$ cat src/rtl/icache_ctrl_pkg.sv
// Shared widths, state encoding and address-field helpers for the
// direct-mapped instruction cache controller and its storage array.
package icache_ctrl_pkg;

    // Cache geometry. LINE_WORDS and NUM_LINES must be powers of two.
    localparam int LINE_WORDS = 4;
    localparam int NUM_LINES  = 16;
    localparam int ADDR_W     = 32;
    localparam int WORD_W     = 32;

    // Derived widths: word select within a line, byte offset, index, tag.
    localparam int WSEL_W = $clog2(LINE_WORDS);
    localparam int OFF_W  = 2 + WSEL_W;
    localparam int IDX_W  = $clog2(NUM_LINES);
    localparam int TAG_W  = ADDR_W - IDX_W - OFF_W;
    // A line address is the tag and index together (address without offset).
    localparam int LINE_W = ADDR_W - OFF_W;

    // Controller state. REFILL owns the memory port until the line is full
    // or a flush/invalidate aborts it.
    typedef enum logic {
        IDLE   = 1'b0,
        REFILL = 1'b1
    } state_e;

    // Field view of a fetch address, most significant field first.
    typedef struct packed {
        logic [TAG_W-1:0]  tag;
        logic [IDX_W-1:0]  idx;
        logic [WSEL_W-1:0] wsel;
        logic [1:0]        byte_off;
    } addr_fields_t;

    // Split an address into tag / index / word select / byte offset.
    function automatic addr_fields_t split_addr(input logic [ADDR_W-1:0] a);
        return addr_fields_t'(a);
    endfunction

    // Rebuild a word address from a line address and a word select. The
    // word select is only WSEL_W bits wide, so it can never carry into the
    // line address.
    function automatic logic [ADDR_W-1:0] word_addr(input logic [LINE_W-1:0] line,
                                                    input logic [WSEL_W-1:0] wsel);
        return {line, wsel, 2'b00};
    endfunction

endpackage

$ cat src/rtl/icache_array.sv
// Tag, valid and data storage for the instruction cache: one asynchronous
// read port by index, one synchronous word write, one tag/valid write, a
// single-line invalidate and a single-cycle clear of all valid bits.
module icache_array
    import icache_ctrl_pkg::*;
(
    input  logic              clk_in,
    input  logic              rst_in,
    // Read port (combinational)
    input  logic [IDX_W-1:0]  rd_idx_i,
    input  logic [WSEL_W-1:0] rd_wsel_i,
    output logic              rd_valid_o,
    output logic [TAG_W-1:0]  rd_tag_o,
    output logic [WORD_W-1:0] rd_data_o,
    // Write port (all writes target wr_idx_i)
    input  logic [IDX_W-1:0]  wr_idx_i,
    input  logic              word_we_i,
    input  logic [WSEL_W-1:0] wr_wsel_i,
    input  logic [WORD_W-1:0] wr_data_i,
    input  logic              tag_we_i,
    input  logic [TAG_W-1:0]  wr_tag_i,
    input  logic              line_inval_i,
    input  logic              clear_all_i
);

    logic [NUM_LINES-1:0] valid_q;
    logic [NUM_LINES-1:0] valid_d;
    logic [TAG_W-1:0]     tag_q  [NUM_LINES];
    logic [WORD_W-1:0]    data_q [NUM_LINES][LINE_WORDS];

    // Next valid vector: a global clear beats any per-line update.
    always_comb begin
        valid_d = valid_q;
        if (clear_all_i) begin
            valid_d = '0;
        end else begin
            if (line_inval_i) begin
                valid_d[wr_idx_i] = 1'b0;
            end
            if (tag_we_i) begin
                valid_d[wr_idx_i] = 1'b1;
            end
        end
    end

    // Valid bits are the only storage that needs a reset value.
    always_ff @(posedge clk_in) begin
        if (rst_in) begin
            valid_q <= '0;
        end else begin
            valid_q <= valid_d;
        end
    end

    // Tag and data storage; contents are meaningless while the line is invalid.
    always_ff @(posedge clk_in) begin
        if (word_we_i) begin
            data_q[wr_idx_i][wr_wsel_i] <= wr_data_i;
        end
        if (tag_we_i) begin
            tag_q[wr_idx_i] <= wr_tag_i;
        end
    end

    assign rd_valid_o = valid_q[rd_idx_i];
    assign rd_tag_o   = tag_q[rd_idx_i];
    assign rd_data_o  = data_q[rd_idx_i][rd_wsel_i];

endmodule

$ cat src/rtl/icache_ctrl.sv
// Direct-mapped instruction cache controller. Hits are returned in the same
// cycle as the fetch request; a miss refills the whole line with
// back-to-back single-word requests on the memory instruction port.
//
// Handshakes:
//   fetch:  the fetcher holds fetch_valid/fetch_addr stable until a cycle
//           with fetch_ready=1 (the word is taken in that cycle) or until it
//           asserts rob_clear. fetch_inst is zero whenever fetch_ready is 0.
//   memory: mem_inst_valid/mem_inst_addr name the word wanted next. The
//           memory interface samples the address when it starts a request
//           and re-samples it in every cycle it returns mem_inst_ready, so
//           the address already points at the following word in a ready
//           cycle. mem_inst_ready is registered on the far side, which keeps
//           the ready -> valid/addr path free of combinational loops.
module icache_ctrl
    import icache_ctrl_pkg::*;
(
    input  logic              clk_in,
    input  logic              rst_in,
    input  logic              rdy_in,
    input  logic              rob_clear,
    input  logic              inval_all,
    // Fetch side
    input  logic              fetch_valid,
    input  logic [ADDR_W-1:0] fetch_addr,
    output logic              fetch_ready,
    output logic [WORD_W-1:0] fetch_inst,
    // Memory instruction port
    output logic              mem_inst_valid,
    output logic [ADDR_W-1:0] mem_inst_addr,
    input  logic [WORD_W-1:0] mem_inst_result,
    input  logic              mem_inst_ready,
    // Debug visibility of the FSM
    output state_e            dbg_state_o,
    output logic [WSEL_W-1:0] dbg_cnt_o
);

    state_e            state_q, state_d;
    logic [WSEL_W-1:0] cnt_q, cnt_d;
    logic [LINE_W-1:0] line_q, line_d;

    addr_fields_t      fa;
    logic              unused_byte_off;

    logic              rd_valid;
    logic [TAG_W-1:0]  rd_tag;
    logic [WORD_W-1:0] rd_data;

    logic [IDX_W-1:0]  wr_idx;
    logic              word_we;
    logic              tag_we;
    logic              line_inval;
    logic              clear_all;

    logic              hit;
    logic              flush;
    logic              last_word;
    logic [WSEL_W-1:0] req_wsel;

    assign fa              = split_addr(fetch_addr);
    // Fetch addresses are word aligned; the byte offset carries no information.
    assign unused_byte_off = ^fa.byte_off;

    assign hit       = fetch_valid & rd_valid & (rd_tag == fa.tag);
    assign flush     = rob_clear | inval_all;
    assign last_word = (cnt_q == WSEL_W'(LINE_WORDS - 1));
    // Word select of the address on the memory port: in a ready cycle it
    // already names the next word. Wraps inside the line by construction.
    assign req_wsel  = cnt_q + WSEL_W'(mem_inst_ready);

    icache_array u_array (
        .clk_in      (clk_in),
        .rst_in      (rst_in),
        .rd_idx_i    (fa.idx),
        .rd_wsel_i   (fa.wsel),
        .rd_valid_o  (rd_valid),
        .rd_tag_o    (rd_tag),
        .rd_data_o   (rd_data),
        .wr_idx_i    (wr_idx),
        .word_we_i   (word_we),
        .wr_wsel_i   (cnt_q),
        .wr_data_i   (mem_inst_result),
        .tag_we_i    (tag_we),
        .wr_tag_i    (line_q[LINE_W-1:IDX_W]),
        .line_inval_i(line_inval),
        .clear_all_i (clear_all)
    );

    // Next-state, array write controls and port outputs. Flush and
    // invalidate act regardless of rdy_in; everything else waits for it.
    always_comb begin
        state_d        = state_q;
        cnt_d          = cnt_q;
        line_d         = line_q;
        fetch_ready    = 1'b0;
        fetch_inst     = '0;
        mem_inst_valid = 1'b0;
        mem_inst_addr  = '0;
        wr_idx         = line_q[IDX_W-1:0];
        word_we        = 1'b0;
        tag_we         = 1'b0;
        line_inval     = 1'b0;
        clear_all      = 1'b0;

        unique case (state_q)
            IDLE: begin
                if (hit && rdy_in && !flush && !rst_in) begin
                    fetch_ready = 1'b1;
                    fetch_inst  = rd_data;
                end else if (fetch_valid && !hit && rdy_in && !flush) begin
                    // Start a refill: remember the line, drop its valid bit
                    // so a half-filled line can never hit.
                    line_d     = {fa.tag, fa.idx};
                    cnt_d      = '0;
                    wr_idx     = fa.idx;
                    line_inval = 1'b1;
                    state_d    = REFILL;
                end
            end
            REFILL: begin
                mem_inst_valid = !flush && !(last_word && mem_inst_ready);
                mem_inst_addr  = word_addr(line_q, req_wsel);
                if (rdy_in && !flush && mem_inst_ready) begin
                    word_we = 1'b1;
                    if (last_word) begin
                        tag_we  = 1'b1;
                        cnt_d   = '0;
                        state_d = IDLE;
                    end else begin
                        cnt_d = cnt_q + 1'b1;
                    end
                end
            end
            default: begin
                state_d = IDLE;
            end
        endcase

        if (flush) begin
            state_d   = IDLE;
            cnt_d     = '0;
            clear_all = inval_all;
        end
    end

    // State, word counter and refill line address registers.
    always_ff @(posedge clk_in) begin
        if (rst_in) begin
            state_q <= IDLE;
            cnt_q   <= '0;
            line_q  <= '0;
        end else begin
            state_q <= state_d;
            cnt_q   <= cnt_d;
            line_q  <= line_d;
        end
    end

    assign dbg_state_o = state_q;
    assign dbg_cnt_o   = cnt_q;

endmodule

$ cat config.mk
export PLATFORM = sky130hd
export DESIGN_NAME = icache_ctrl
export DESIGN_NICKNAME = d
export VERILOG_FILES = /design/src/rtl/icache_ctrl_pkg.sv /design/src/rtl/icache_array.sv /design/src/rtl/icache_ctrl.sv
export SDC_FILE = /design/constraint.sdc
export NUM_CORES = 2
export LEC_CHECK = 0
export BUFFER_PORTS_ARGS = -buffer_cell sky130_fd_sc_hd__buf_2
export CORE_MARGIN = 1.5
export CORE_UTILIZATION = 45
export CTS_CLUSTER_DIAMETER = 150
export DETAILED_ROUTE_END_ITERATION = 12
export GPL_TIMING_DRIVEN = 0
export PLACE_DENSITY_LB_ADDON = 0.25
export SLEW_MARGIN = 40
export SYNTH_ARGS = -nofsm -noshare
export SYNTH_HDL_FRONTEND = slang
export SYNTH_SLANG_ARGS = --single-unit
export TNS_END_PERCENT = 10
$ cat constraint.sdc
create_clock -name clk_in -period 5.7 [get_ports clk_in]
set_input_delay 0.285 -clock clk_in [delete_from_list [all_inputs] [get_ports clk_in]]
set_output_delay 0.285 -clock clk_in [all_outputs]
set_load 0.05 [all_outputs]
==> results.json <==
{
  "status": "completed",
  "clock_latency_ns": 0.88,
  "seqCellArea_sq_um": 74000,
  "cts_sinks": 2479,
  "ys_seq_elements": 2479,
  "vias": 47200,
  "ys_warn_count": 0,
  "placedCellCount": 7222,
  "path_clk_slew_ns": 0.06,
  "htreeDepth": 4,
  "dp_hpwl_mm": 180,
  "multi_input_area_sq_um": 21300,
  "hold_viol": 0,
  "fin_cells": 7749,
  "clkPwrFrac_pct": 41.9,
  "maxSlewViolCount": 0,
  "fmax_mhz": 178,
  "drv_cap": 0,
  "ios": 140,
  "rsz0062_at_grt": "true",
  "syn-cell-area_sq_um": 95600,
  "p_int_w": 0.0296,
  "cp_slowest_stage_delay_ns": 0.64,
  "syn_inst": 4019,
  "min_period_over_period_pct": 98.8,
  "p_leak_nw": 35.2,
  "synth_edf_count": 2432,
  "post-route-drc-count": 0,
  "fin_skew_ns": 0.0717,
  "ir_drop_mv": 0.356,
  "cts_buffers": 239,
  "drt_iter0_markers": 6242,
  "routedWlPerCell_um": 33.8,
  "end_kind": "output pin",
  "die_w_um": 464,
  "worst_pin_slew_ns": 0.958,
  "gp_congestion": 0.852,
  "setup_viol": 0,
  "wirelength_mm": 262,
  "synth_top_area_share_pct": 76.4,
  "placed_area_sq_um": 104000,
  "synth_area_leader_cell": "edfxtp_1",
  "core_area_sq_um": 210000,
  "netSwitchingFraction_pct": 21.3,
  "slew_headroom_pct": 35.9,
  "async_reset_ff_share_pct": 0,
  "cts_tree": "done",
  "seqPwrFrac_pct": 53.2,
  "tns_ns": 0,
  "dieArea_sq_um": 215000,
  "first_pass_iters": 6,
  "power_w": 0.0376,
  "cp-start-kind": "input pin",
  "grt_pass1_wl_mm": 366,
  "critPathMaxFanout": 10,
  "initial_utilization_pct": 45.4,
  "avgSynthCellArea_sq_um": 23.8,
  "cts_root_buf": "clkbuf_16",
  "fp.dieH_um": 464,
  "synth_area_leaders": "edfxtp_1, mux4_2, mux2i_1, dfxtp_1, clkbuf_1",
  "fin_hold_ws_ns": 0.0562,
  "viasPerCell": 6.09,
  "path_cells": "buf_6 > buf_4 > buf_2 > buf_2 > clkbuf_2 > clkbuf_4 > clkbuf_1 > mux4_2 > mux4_2 > mux4_2 > nor2b_1 > buf_2",
  "required_ns": 5.41,
  "clockBufferDepth": 3,
  "grt-ovfl-total": 0,
  "power.switching_w": 0.00802,
  "grt_util_all_layers_pct": 24.3,
  "fin_crit_ns": 5.63,
  "ant_nets": 0,
  "crit_slowest_cell": "clkbuf_1",
  "synthFlopType": "edfxtp_1",
  "worstSetupPathType": "in2out",
  "powerDensity_nw_per_um2": 333,
  "area_delta_synth_final_pct": 18.1,
  "antenna_found_initial": 16,
  "row_count": 168,
  "drive_gt1_share_pct": 35.7,
  "io_buffers": 128,
  "grt_pass1_vias": 47300,
  "yosysSeqAreaShare_pct": 77.4,
  "arrival_ns": 5.35,
  "final_area_sq_um": 113000,
  "synth_cell_type_count": 55,
  "fin_nets": 4798,
  "filler_cell_count": 15800,
  "hold_class": "in2reg",
  "grt_max_degree": 65,
  "power_frac_comb_pct": 4.9
}
critical path, delay by kind of cell:
family,cells,cell delay (ns)
buffers and inverters,8,3.27
multiplexers,3,1.49
AND/OR/NAND/NOR,1,0.24
cell usage after synthesis, drive strengths merged, types with 2 or more instances:
library cell     n
o31a             2
and3             7
o31ai            5
a31oi           10
a221oi           4
dfxtp           47
nand2b           6
mux2             5
nand3           18
nor2            75
ha               5
nor2b           38
nor3            29
nand4            7
edfxtp        2432
mux4           747
o21a             3
a32oi            2
buf             92
mux2i          110
nand2           20
o21ai           13
xor2            17
o22ai            6
a22o             4
and2            35
o211ai           2
or2              4
a22oi           17
inv             16
nor4             4
or4              3
clkbuf         131
or3             11
xnor2           11
a211o            3
a211oi           2
a21oi           64
sequential cells by signal, indices dropped and copies added (netlist names):
signal / count
line_q: 28
u_array.valid_q: 16
u_array.tag_q: 384
dbg_cnt_o: 2
u_array.data_q: 2048
dbg_state_o: 1
power groups by stage:
stage                     Sequential [W]  Clock (W)  Combinational, W
after global routing              0.0200     0.0166           0.00191
after CTS                         0.0200     0.0160           0.00185
after detailed placement          0.0204          0           0.00181
after floorplan                   0.0204          0          0.000926
final                             0.0200     0.0158           0.00184
after global placement            0.0204          0           0.00176
cell type report:
type | count | area share (%)
Sequential cell | 2479 | 65.5
Multi-Input combinational cell | 1302 | 18.9
Clock buffer | 296 | 5.59
Timing Repair Buffer | 461 | 4.51
Tap cell | 2805 | 3.11
Clock inverter | 155 | 1.32
Buffer | 223 | 1.00
Inverter | 16 | 0.0532
Antenna cell | 12 | 0.0266
stage by stage:
stage	setup slack (ns)	util [%]
after floorplan	0.647	-
after global placement	-4.96	47.4
after detailed placement	-0.255	49.6
after CTS	-0.0159	53.6
after global routing	-0.0343	53.6
final	0.0692	53.6
what timing repair did:
| action | 4_1_cts | 5_1_grt |
|---|---|---|
| buffers inserted | 0 | 0 |
| endpoints found under the hold margin | 984 | 32 |
| gates resized for setup | 13 | 8 |
| endpoints found under the setup margin | 32 | 18 |
| hold buffers | 62 | 1 |
| pin swaps | 0 | 0 |
final timing paths:
kind	endpoint	depth (start not counted)	start	slack [ns]
max	fetch_inst[12]	12	fetch_addr[5]	0.07
min	u_array.data_q[3][108]	1	mem_inst_result[12]	0.06
max reg2reg	u_array.data_q[2][14]	14	u_array.tag_q[0][18]	0.59
min reg2reg	u_array.valid_q[14]	2	u_array.valid_q[14]	0.50
cells in the final DEF, fill, tap and decap left out, types with 9 or more instances in the layout:
cell type / instances
buf_2: 193
nor3_1: 10
buf_1: 9
clkbuf_16: 241
a21oi_4: 39
nor3_2: 19
diode_2: 12
nor2_4: 23
mux4_2: 747
a21oi_1: 25
nor2_1: 52
dfxtp_1: 46
buf_6: 15
edfxtp_1: 2432
and2_1: 35
a22oi_1: 17
or3_1: 11
clkinv_2: 54
buf_4: 120
xnor2_1: 11
buf_16: 50
clkbuf_2: 83
o21ai_0: 13
nor2b_1: 38
buf_8: 101
a31oi_1: 10
nand2_1: 20
clkinv_1: 54
mux2i_1: 107
inv_1: 13
nand3_1: 18
xor2_1: 17
bufinv_16: 23
clkbuf_1: 95
dlygate4sd3_1: 63
cells by family after synthesis:
group,share of synthesized area (%)
adder cells (fa/ha/maj),0.0655
flip-flops,77.4
AO/OA/AOI/OAI,0.983
other,0.00392
XOR/XNOR,0.257
buffers and inverters,1.08
AND/OR/NAND/NOR,1.38
multiplexers,18.8
routing by layer:
metal / share of wire, % / vias to the layer above / track usage (%)
met4: 4.9 / 4 / 10.7
met3: 8.5 / 475 / 4.54
li1: - / 18700 / -
met2: 48 / 2358 / 38.6
met1: 39 / 25600 / 33.1
met5: 0.010 / - / 0
Power figures use the tool's default switching activity.
